File: src/rtl/sync_fifo_stream_drain_pkg.sv
// Shared types and defaults for the FIFO drain stage: default widths, packet
// length and the skid-buffer occupancy encoding.
package sync_fifo_stream_drain_pkg;

  localparam int FIFO_WIDTH_DEF = 16;
  localparam int PKT_LEN_DEF    = 4;
  localparam int CNT_BIT_DEF    = 3;

  typedef logic [FIFO_WIDTH_DEF-1:0] data_t;

  typedef enum logic [1:0] {
    OCC_EMPTY = 2'd0,
    OCC_ONE   = 2'd1,
    OCC_FULL  = 2'd2
  } occ_t;

endpackage

File: src/rtl/sync_fifo_stream_drain_if.sv
// Valid/ready stream carrying one data word plus a packet-end marker.
interface sync_fifo_stream_drain_if #(
  parameter int FIFO_WIDTH = 16
);

  logic                  valid;
  logic                  ready;
  logic [FIFO_WIDTH-1:0] data;
  logic                  last;

  modport master (output valid, output data, output last, input  ready);
  modport slave  (input  valid, input  data, input  last, output ready);

endinterface

File: src/rtl/sync_fifo_stream_drain_skid_buf.sv
// Two-entry skid buffer: entry 0 is the presented word, entry 1 catches a pop
// that lands while the consumer stalls.
module sync_fifo_stream_drain_skid_buf
  import sync_fifo_stream_drain_pkg::*;
#(
  parameter int FIFO_WIDTH = FIFO_WIDTH_DEF
) (
  input  logic                  clk,
  input  logic                  rst,
  input  logic                  i_push,
  input  logic [FIFO_WIDTH-1:0] i_push_data,
  input  logic                  i_pop,
  output occ_t                  o_count,
  output logic                  o_valid,
  output logic [FIFO_WIDTH-1:0] o_data
);

  occ_t                  r_count;
  logic [FIFO_WIDTH-1:0] r_ent0_p0;
  logic [FIFO_WIDTH-1:0] r_ent1_p0;
  logic                  w_pop;
  logic                  w_push;

  assign w_pop  = i_pop & (r_count != OCC_EMPTY);
  assign w_push = i_push & ((r_count != OCC_FULL) | w_pop);

  // Stage p0: occupancy and both entries; entry 1 shifts down whenever entry 0 leaves
  always_ff @(posedge clk or posedge rst) begin
    if (rst) begin
      r_count   <= OCC_EMPTY;
      r_ent0_p0 <= '0;
      r_ent1_p0 <= '0;
    end else begin
      unique case ({w_push, w_pop})
        2'b10: begin
          if (r_count == OCC_EMPTY) r_ent0_p0 <= i_push_data;
          else                      r_ent1_p0 <= i_push_data;
          r_count <= (r_count == OCC_EMPTY) ? OCC_ONE : OCC_FULL;
        end
        2'b01: begin
          if (r_count == OCC_FULL) r_ent0_p0 <= r_ent1_p0;
          r_count <= (r_count == OCC_FULL) ? OCC_ONE : OCC_EMPTY;
        end
        2'b11: begin
          if (r_count == OCC_FULL) begin
            r_ent0_p0 <= r_ent1_p0;
            r_ent1_p0 <= i_push_data;
          end else begin
            r_ent0_p0 <= i_push_data;
          end
        end
        default: ;
      endcase
    end
  end

  assign o_count = r_count;
  assign o_valid = (r_count != OCC_EMPTY);
  assign o_data  = r_ent0_p0;

endmodule

File: src/rtl/sync_fifo_stream_drain.sv
// FIFO read-side drain: pops into a skid buffer and re-issues words as a framed
// valid/ready stream with out_last every PKT_LEN beats and a packet counter.
module sync_fifo_stream_drain
  import sync_fifo_stream_drain_pkg::*;
#(
  parameter int FIFO_WIDTH = FIFO_WIDTH_DEF,
  parameter int PKT_LEN    = PKT_LEN_DEF,
  parameter int CNT_BIT    = CNT_BIT_DEF
) (
  input  logic                     clk,
  input  logic                     rst,
  input  logic                     i_en,
  input  logic                     i_fifo_empty,
  input  logic [FIFO_WIDTH-1:0]    i_fifo_do,
  output logic                     o_fifo_rd,
  output logic [15:0]              o_pkt_cnt,
  sync_fifo_stream_drain_if.master o_strm
);

  localparam logic [CNT_BIT-1:0] LAST_BEAT = CNT_BIT'(PKT_LEN - 1);

  occ_t                  w_count;
  logic                  w_valid;
  logic [FIFO_WIDTH-1:0] w_data;
  logic                  w_beat;
  logic                  w_last;
  logic [CNT_BIT-1:0]    r_beat_cnt;
  logic [15:0]           r_pkt_cnt;

  // Pop gating looks only at registered occupancy, so out_ready never reaches fifo_rd
  assign o_fifo_rd = i_en & ~i_fifo_empty & (w_count != OCC_FULL);
  assign w_beat    = w_valid & o_strm.ready;
  assign w_last    = w_valid & (r_beat_cnt == LAST_BEAT);

  sync_fifo_stream_drain_skid_buf #(
    .FIFO_WIDTH (FIFO_WIDTH)
  ) u_skid (
    .clk         (clk),
    .rst         (rst),
    .i_push      (o_fifo_rd),
    .i_push_data (i_fifo_do),
    .i_pop       (w_beat),
    .o_count     (w_count),
    .o_valid     (w_valid),
    .o_data      (w_data)
  );

  // Framing state survives en gaps and FIFO underflow; it only moves on a beat
  always_ff @(posedge clk or posedge rst) begin
    if (rst) begin
      r_beat_cnt <= '0;
      r_pkt_cnt  <= '0;
    end else if (w_beat) begin
      if (w_last) begin
        r_beat_cnt <= '0;
        r_pkt_cnt  <= r_pkt_cnt + 16'd1;
      end else begin
        r_beat_cnt <= r_beat_cnt + 1'b1;
      end
    end
  end

  assign o_strm.valid = w_valid;
  assign o_strm.data  = w_data;
  assign o_strm.last  = w_last;
  assign o_pkt_cnt    = r_pkt_cnt;

endmodule
File: src/flat_wrapper.sv
// flat-port wrapper written by rule: the top's interface ports become plain ports
module sync_fifo_stream_drain_flat import sync_fifo_stream_drain_pkg::*;
#(
  parameter int FIFO_WIDTH = FIFO_WIDTH_DEF,
  parameter int PKT_LEN    = PKT_LEN_DEF,
  parameter int CNT_BIT    = CNT_BIT_DEF
)
  (clk, rst, i_en, i_fifo_empty, i_fifo_do, o_fifo_rd, o_pkt_cnt, o_strm_valid, o_strm_data, o_strm_last, o_strm_ready);
  sync_fifo_stream_drain_if #(.FIFO_WIDTH(FIFO_WIDTH)) o_strm_i ();
  input  logic clk;
  input  logic rst;
  input  logic i_en;
  input  logic i_fifo_empty;
  input  logic [FIFO_WIDTH-1:0] i_fifo_do;
  output logic o_fifo_rd;
  output logic [15:0] o_pkt_cnt;
  output wire logic [$bits(o_strm_i.valid)-1:0] o_strm_valid;
  output wire logic [$bits(o_strm_i.data)-1:0] o_strm_data;
  output wire logic [$bits(o_strm_i.last)-1:0] o_strm_last;
  input wire logic [$bits(o_strm_i.ready)-1:0] o_strm_ready;
  assign o_strm_valid = o_strm_i.valid;
  assign o_strm_data = o_strm_i.data;
  assign o_strm_last = o_strm_i.last;
  assign o_strm_i.ready = o_strm_ready;
  sync_fifo_stream_drain #(.FIFO_WIDTH(FIFO_WIDTH), .PKT_LEN(PKT_LEN), .CNT_BIT(CNT_BIT)) u_core (.clk(clk), .rst(rst), .i_en(i_en), .i_fifo_empty(i_fifo_empty), .i_fifo_do(i_fifo_do), .o_fifo_rd(o_fifo_rd), .o_pkt_cnt(o_pkt_cnt), .o_strm(o_strm_i));
endmodule
File: config.mk
export PLATFORM = sky130hd
export DESIGN_NAME = sync_fifo_stream_drain_flat
export DESIGN_NICKNAME = d
export VERILOG_FILES = /design/src/rtl/sync_fifo_stream_drain_pkg.sv /design/src/rtl/sync_fifo_stream_drain_if.sv /design/src/rtl/sync_fifo_stream_drain_skid_buf.sv /design/src/rtl/sync_fifo_stream_drain.sv /design/src/flat_wrapper.sv
export SDC_FILE = /design/constraint.sdc
export NUM_CORES = 1
export LEC_CHECK = 0
export CORE_UTILIZATION = 40
export DETAILED_ROUTE_END_ITERATION = 16
export GPL_ROUTABILITY_DRIVEN = 0
export PLACE_DENSITY = 0.65
export SLEW_MARGIN = 20
export SYNTH_ARGS = -nofsm -noshare
export SYNTH_HDL_FRONTEND = slang
export SYNTH_HIERARCHICAL = 1
export SYNTH_SLANG_ARGS = --single-unit
export TNS_END_PERCENT = 50
File: constraint.sdc
create_clock -name clk -period 5.3 [get_ports clk]
set_clock_uncertainty 0.2 [all_clocks]
set_input_delay 1.06 -clock clk [delete_from_list [all_inputs] [get_ports clk]]
set_output_delay 1.06 -clock clk [all_outputs]
set_load 0.03 [all_outputs]
==> impl_metrics.prom <==
# TYPE chip_impl_metric gauge
chip_impl_metric{name="num-fill-cells",unit=""} 526
chip_impl_metric{name="power.ir.vdd_worst",unit="uV"} 290
chip_impl_metric{name="wl",unit="mm"} 4.68
chip_impl_info{name="maxUsedRoutingLayer",value="met4"} 1
chip_impl_metric{name="antenna_found_initial",unit=""} 0
chip_impl_metric{name="hold_buffers",unit=""} 0
chip_impl_metric{name="h-tree-depth",unit=""} 2
chip_impl_metric{name="core.rowCount",unit=""} 28
chip_impl_metric{name="area_occupied_by_registers",unit="sq mm"} 0.00133
chip_impl_metric{name="ys_ff_latch",unit=""} 53
chip_impl_info{name="most_common_cell_after_layout_fill_and_taps_aside",value="sky130_fd_sc_hd__clkdlybuf4s50_1"} 1
chip_impl_info{name="most-common-layout-cells",value="55 x sky130_fd_sc_hd__clkdlybuf4s50_1, 53 x sky130_fd_sc_hd__dfrtp_1, 17 x sky130_fd_sc_hd__a22o_1, 17 x sky130_fd_sc_hd__mux2_4, 16 x sky130_fd_sc_hd__mux2_2"} 1
chip_impl_metric{name="timing.critical_path.fanout_max",unit=""} 4
chip_impl_info{name="grt_setup_unrepaired",value="false"} 1
chip_impl_metric{name="core_area",unit="sq mm"} 0.00606
chip_impl_metric{name="via_count",unit=""} 1635
chip_impl_info{name="root_buffer",value="sky130_fd_sc_hd__clkbuf_8"} 1
chip_impl_metric{name="async_flop_share",unit=""} 1.00
chip_impl_metric{name="setup_slack",unit="ps"} 1310
chip_impl_metric{name="grt.overflow.total",unit=""} 0
chip_impl_metric{name="drive_above_1_share",unit=""} 0.223
chip_impl_info{name="critical_path.startpoint_type",value="input pin"} 1
chip_impl_metric{name="dp_hpwl",unit="mm"} 3.29
chip_impl_metric{name="insertedDiodeCount",unit=""} 0
chip_impl_metric{name="worstMarginPinSlew",unit="ps"} 818
chip_impl_metric{name="clk_pin_slew_worst_paths",unit="ps"} 90
chip_impl_metric{name="yosys_warnings",unit=""} 6
chip_impl_metric{name="grt_pass1_wl",unit="mm"} 7.35
chip_impl_metric{name="clock_tree.buffer_depth",unit=""} 2
chip_impl_metric{name="synth_nets",unit=""} 218
chip_impl_metric{name="avgViaCountPerCell",unit=""} 5.02
chip_impl_metric{name="max_slew_margin",unit=""} 0.455
chip_impl_metric{name="timing.final.max_slew_violations",unit=""} 0
chip_impl_metric{name="initial_drt_markers",unit=""} 65
chip_impl_info{name="yosys-top-cells-area",value="sky130_fd_sc_hd__dfrtp_1 52%, sky130_fd_sc_hd__mux2_4 9.9%, sky130_fd_sc_hd__mux2_2 7.0%, sky130_fd_sc_hd__a22o_1 5.8%, sky130_fd_sc_hd__xnor2_1 4.8%"} 1
chip_impl_info{name="min_delay_path_class",value="reg2reg"} 1
chip_impl_metric{name="synthCells",unit=""} 191
chip_impl_metric{name="place_worst_setup_slack",unit="ps"} 1320
chip_impl_metric{name="clock_insertion_delay_worst_skew",unit="ps"} 300
chip_impl_metric{name="fin_nets",unit=""} 277
chip_impl_metric{name="synth_area_per_cell",unit="sq um"} 13.5
chip_impl_metric{name="grtUsageTotal",unit=""} 0.145
chip_impl_metric{name="finalHoldWorstSlack",unit="ps"} 279
chip_impl_metric{name="area_growth_syn_to_layout",unit="%"} 27.9
chip_impl_metric{name="clock_sink_count",unit=""} 53
chip_impl_metric{name="fin_tns_setup",unit="ps"} 0
chip_impl_metric{name="ff2ff_setup_slack",unit="ps"} 2100
chip_impl_metric{name="period_needed",unit="ps"} 3990
chip_impl_metric{name="final-hold-violation-count",unit=""} 0
chip_impl_metric{name="synth_sequential_area_ratio",unit=""} 0.516
chip_impl_info{name="critical_path.reg2reg.endpoint",value="u_core/u_skid/o_data[8]$_DFFE_PP0P_"} 1
chip_impl_info{name="worst_hold_startpoint",value="u_core/o_pkt_cnt[15]$_DFFE_PP0P_"} 1
chip_impl_metric{name="dieHeight",unit="um"} 82.2
chip_impl_metric{name="floorplan.die.width",unit="um"} 82.2
chip_impl_metric{name="fmaxAchievable",unit="GHz"} 0.251
chip_impl_metric{name="postRouteAntennaNets",unit=""} 0
chip_impl_metric{name="post_synth_edffs",unit=""} 0
chip_impl_metric{name="reg2regPathDepth",unit=""} 10
chip_impl_metric{name="initial_core_util",unit=""} 0.424
chip_impl_info{name="yosys_most_used_dff",value="sky130_fd_sc_hd__dfrtp_1"} 1
chip_impl_metric{name="design.die.area",unit="sq mm"} 0.00676
chip_impl_metric{name="wl_met1",unit="mm"} 2.32
chip_impl_metric{name="numCtsBuffers",unit=""} 5
chip_impl_info{name="cts_tree",value="done"} 1
chip_impl_metric{name="syn_area",unit="sq mm"} 0.00257
chip_impl_metric{name="grt_pass1_vias",unit=""} 1506
chip_impl_metric{name="post-route-util",unit=""} 0.543
chip_impl_info{name="status",value="finished clean"} 1
chip_impl_metric{name="setup_viol_count_final",unit=""} 0
chip_impl_info{name="cp-end-kind",value="primary output"} 1
chip_impl_metric{name="route.met3.wl",unit="um"} 183
chip_impl_info{name="r2r_start",value="u_core/u_skid/o_count[0]$_DFFE_PP0P_"} 1
chip_impl_info{name="cp-endpoint",value="o_fifo_rd"} 1
chip_impl_metric{name="detailedRoute.firstPassIterationCount",unit=""} 4
chip_impl_metric{name="cts_repair_resize_count",unit=""} 0
chip_impl_metric{name="required",unit="ps"} 4040
chip_impl_metric{name="ios",unit=""} 56
chip_impl_metric{name="port_buffers",unit=""} 55
chip_impl_metric{name="wire_per_inst",unit="um"} 14.3
chip_impl_metric{name="multi_input_area",unit="sq mm"} 0.00115
chip_impl_metric{name="drc",unit=""} 0
chip_impl_info{name="critPathLaunch",value="i_en"} 1
chip_impl_metric{name="cp_data_arrival_time",unit="ps"} 2730
chip_impl_metric{name="pwrdens",unit="mW/mm^2"} 542
chip_impl_metric{name="synth_top_area_share",unit=""} 0.516
chip_impl_metric{name="final_min_period_over_clock_period",unit=""} 0.753
chip_impl_metric{name="post-cts-setup-buffers",unit=""} 0
chip_impl_metric{name="synth.lib_cells_used.distinct",unit=""} 36
chip_impl_metric{name="met2RoutedLength",unit="mm"} 2.11
chip_impl_metric{name="leakage",unit="nW"} 1.52
chip_impl_info{name="synth_top_cell_by_area",value="sky130_fd_sc_hd__dfrtp_1"} 1
chip_impl_info{name="worst-setup-path-type",value="in2out"} 1
chip_impl_metric{name="grt_max_degree",unit=""} 35
chip_impl_metric{name="timing.max_cap.violations",unit=""} 0
[where the power goes]
part | switching (mW) | total [mW] | internal [mW]
clock | 0.129 | 0.283 | 0.154
combinational | 0.401 | 0.837 | 0.436
sequential | 0.105 | 0.663 | 0.558
[flip-flops by register name, summed over array words and instances (netlist names)]
name,count
u_core/u_skid/o_count,2
u_core/u_skid/r_ent1_p0,16
u_core/u_skid/o_data,16
u_core/o_pkt_cnt,16
u_core/r_beat_cnt,3
[synth_stat cells, types with 2 or more instances]
| library cell | number |
|---|---|
| sky130_fd_sc_hd__nand3_1 | 6 |
| sky130_fd_sc_hd__dfrtp_1 | 53 |
| sky130_fd_sc_hd__a21oi_1 | 2 |
| sky130_fd_sc_hd__mux2_2 | 16 |
| sky130_fd_sc_hd__nor2_1 | 2 |
| sky130_fd_sc_hd__nand4_1 | 5 |
| sky130_fd_sc_hd__nor3_4 | 2 |
| sky130_fd_sc_hd__xnor2_1 | 14 |
| sky130_fd_sc_hd__buf_6 | 3 |
| sky130_fd_sc_hd__xor2_1 | 2 |
| sky130_fd_sc_hd__a21oi_2 | 2 |
| sky130_fd_sc_hd__and3_2 | 2 |
| sky130_fd_sc_hd__a22o_1 | 17 |
| sky130_fd_sc_hd__inv_1 | 8 |
| sky130_fd_sc_hd__nand2_1 | 14 |
| sky130_fd_sc_hd__mux2_4 | 17 |
| sky130_fd_sc_hd__ha_1 | 6 |
| sky130_fd_sc_hd__inv_2 | 2 |
[worst max-delay path, cell delays in order]
cell and delay (ps):
sky130_fd_sc_hd__clkdlybuf4s50_1 440, sky130_fd_sc_hd__nor3b_1 450, sky130_fd_sc_hd__clkdlybuf4s50_1 770
[through the flow]
stage / instance area (sq um) / cells / power [mW]
floorplan: 2570 / 191 / 1.28
global placement: 3170 / 318 / 1.50
detailed placement: 3170 / 318 / 1.52
CTS: 3290 / 326 / 1.80
global route: 3290 / 326 / 1.88
finish: 3290 / 326 / 1.78
[metal layers]
metal | GRT usage | vias up
li1 | - | 802
met1 | 0.206 | 794
met2 | 0.217 | 33
met3 | 0.0319 | 6
met4 | 0.0526 | 0
met5 | 0 | -
[worst min path at each step]
stage / to / slack, ps / cells past startpoint
finish: u_core/o_pkt_cnt[15]$_DFFE_PP0P_ / 280 / 1
global route: u_core/o_pkt_cnt[15]$_DFFE_PP0P_ / 300 / 1
CTS: u_core/o_pkt_cnt[15]$_DFFE_PP0P_ / 280 / 1
detailed placement: u_core/o_pkt_cnt[15]$_DFFE_PP0P_ / 270 / 1
global placement: u_core/o_pkt_cnt[15]$_DFFE_PP0P_ / 260 / 1
floorplan: u_core/r_beat_cnt[1]$_DFFE_PP0P_ / 280 / 1
[final cells by class]
class                           instances  area share
Clock buffer                            7      0.0262
Clock inverter                          1     0.00913
Inverter                               10      0.0114
Tap cell                               75      0.0285
Multi-Input combinational cell        123       0.350
Sequential cell                        53       0.403
Timing Repair Buffer                   57       0.172
[cells by family after synthesis]
kind of cell	Yosys count	synth area share
compound gates	29	0.102
fa+ha+maj	6	0.0292
flops	53	0.516
mux	33	0.169
xor+xnor	16	0.0545
simple gates	39	0.0919
buf+inv	15	0.0375
No activity file was read; power rests on OpenSTA's default activity.
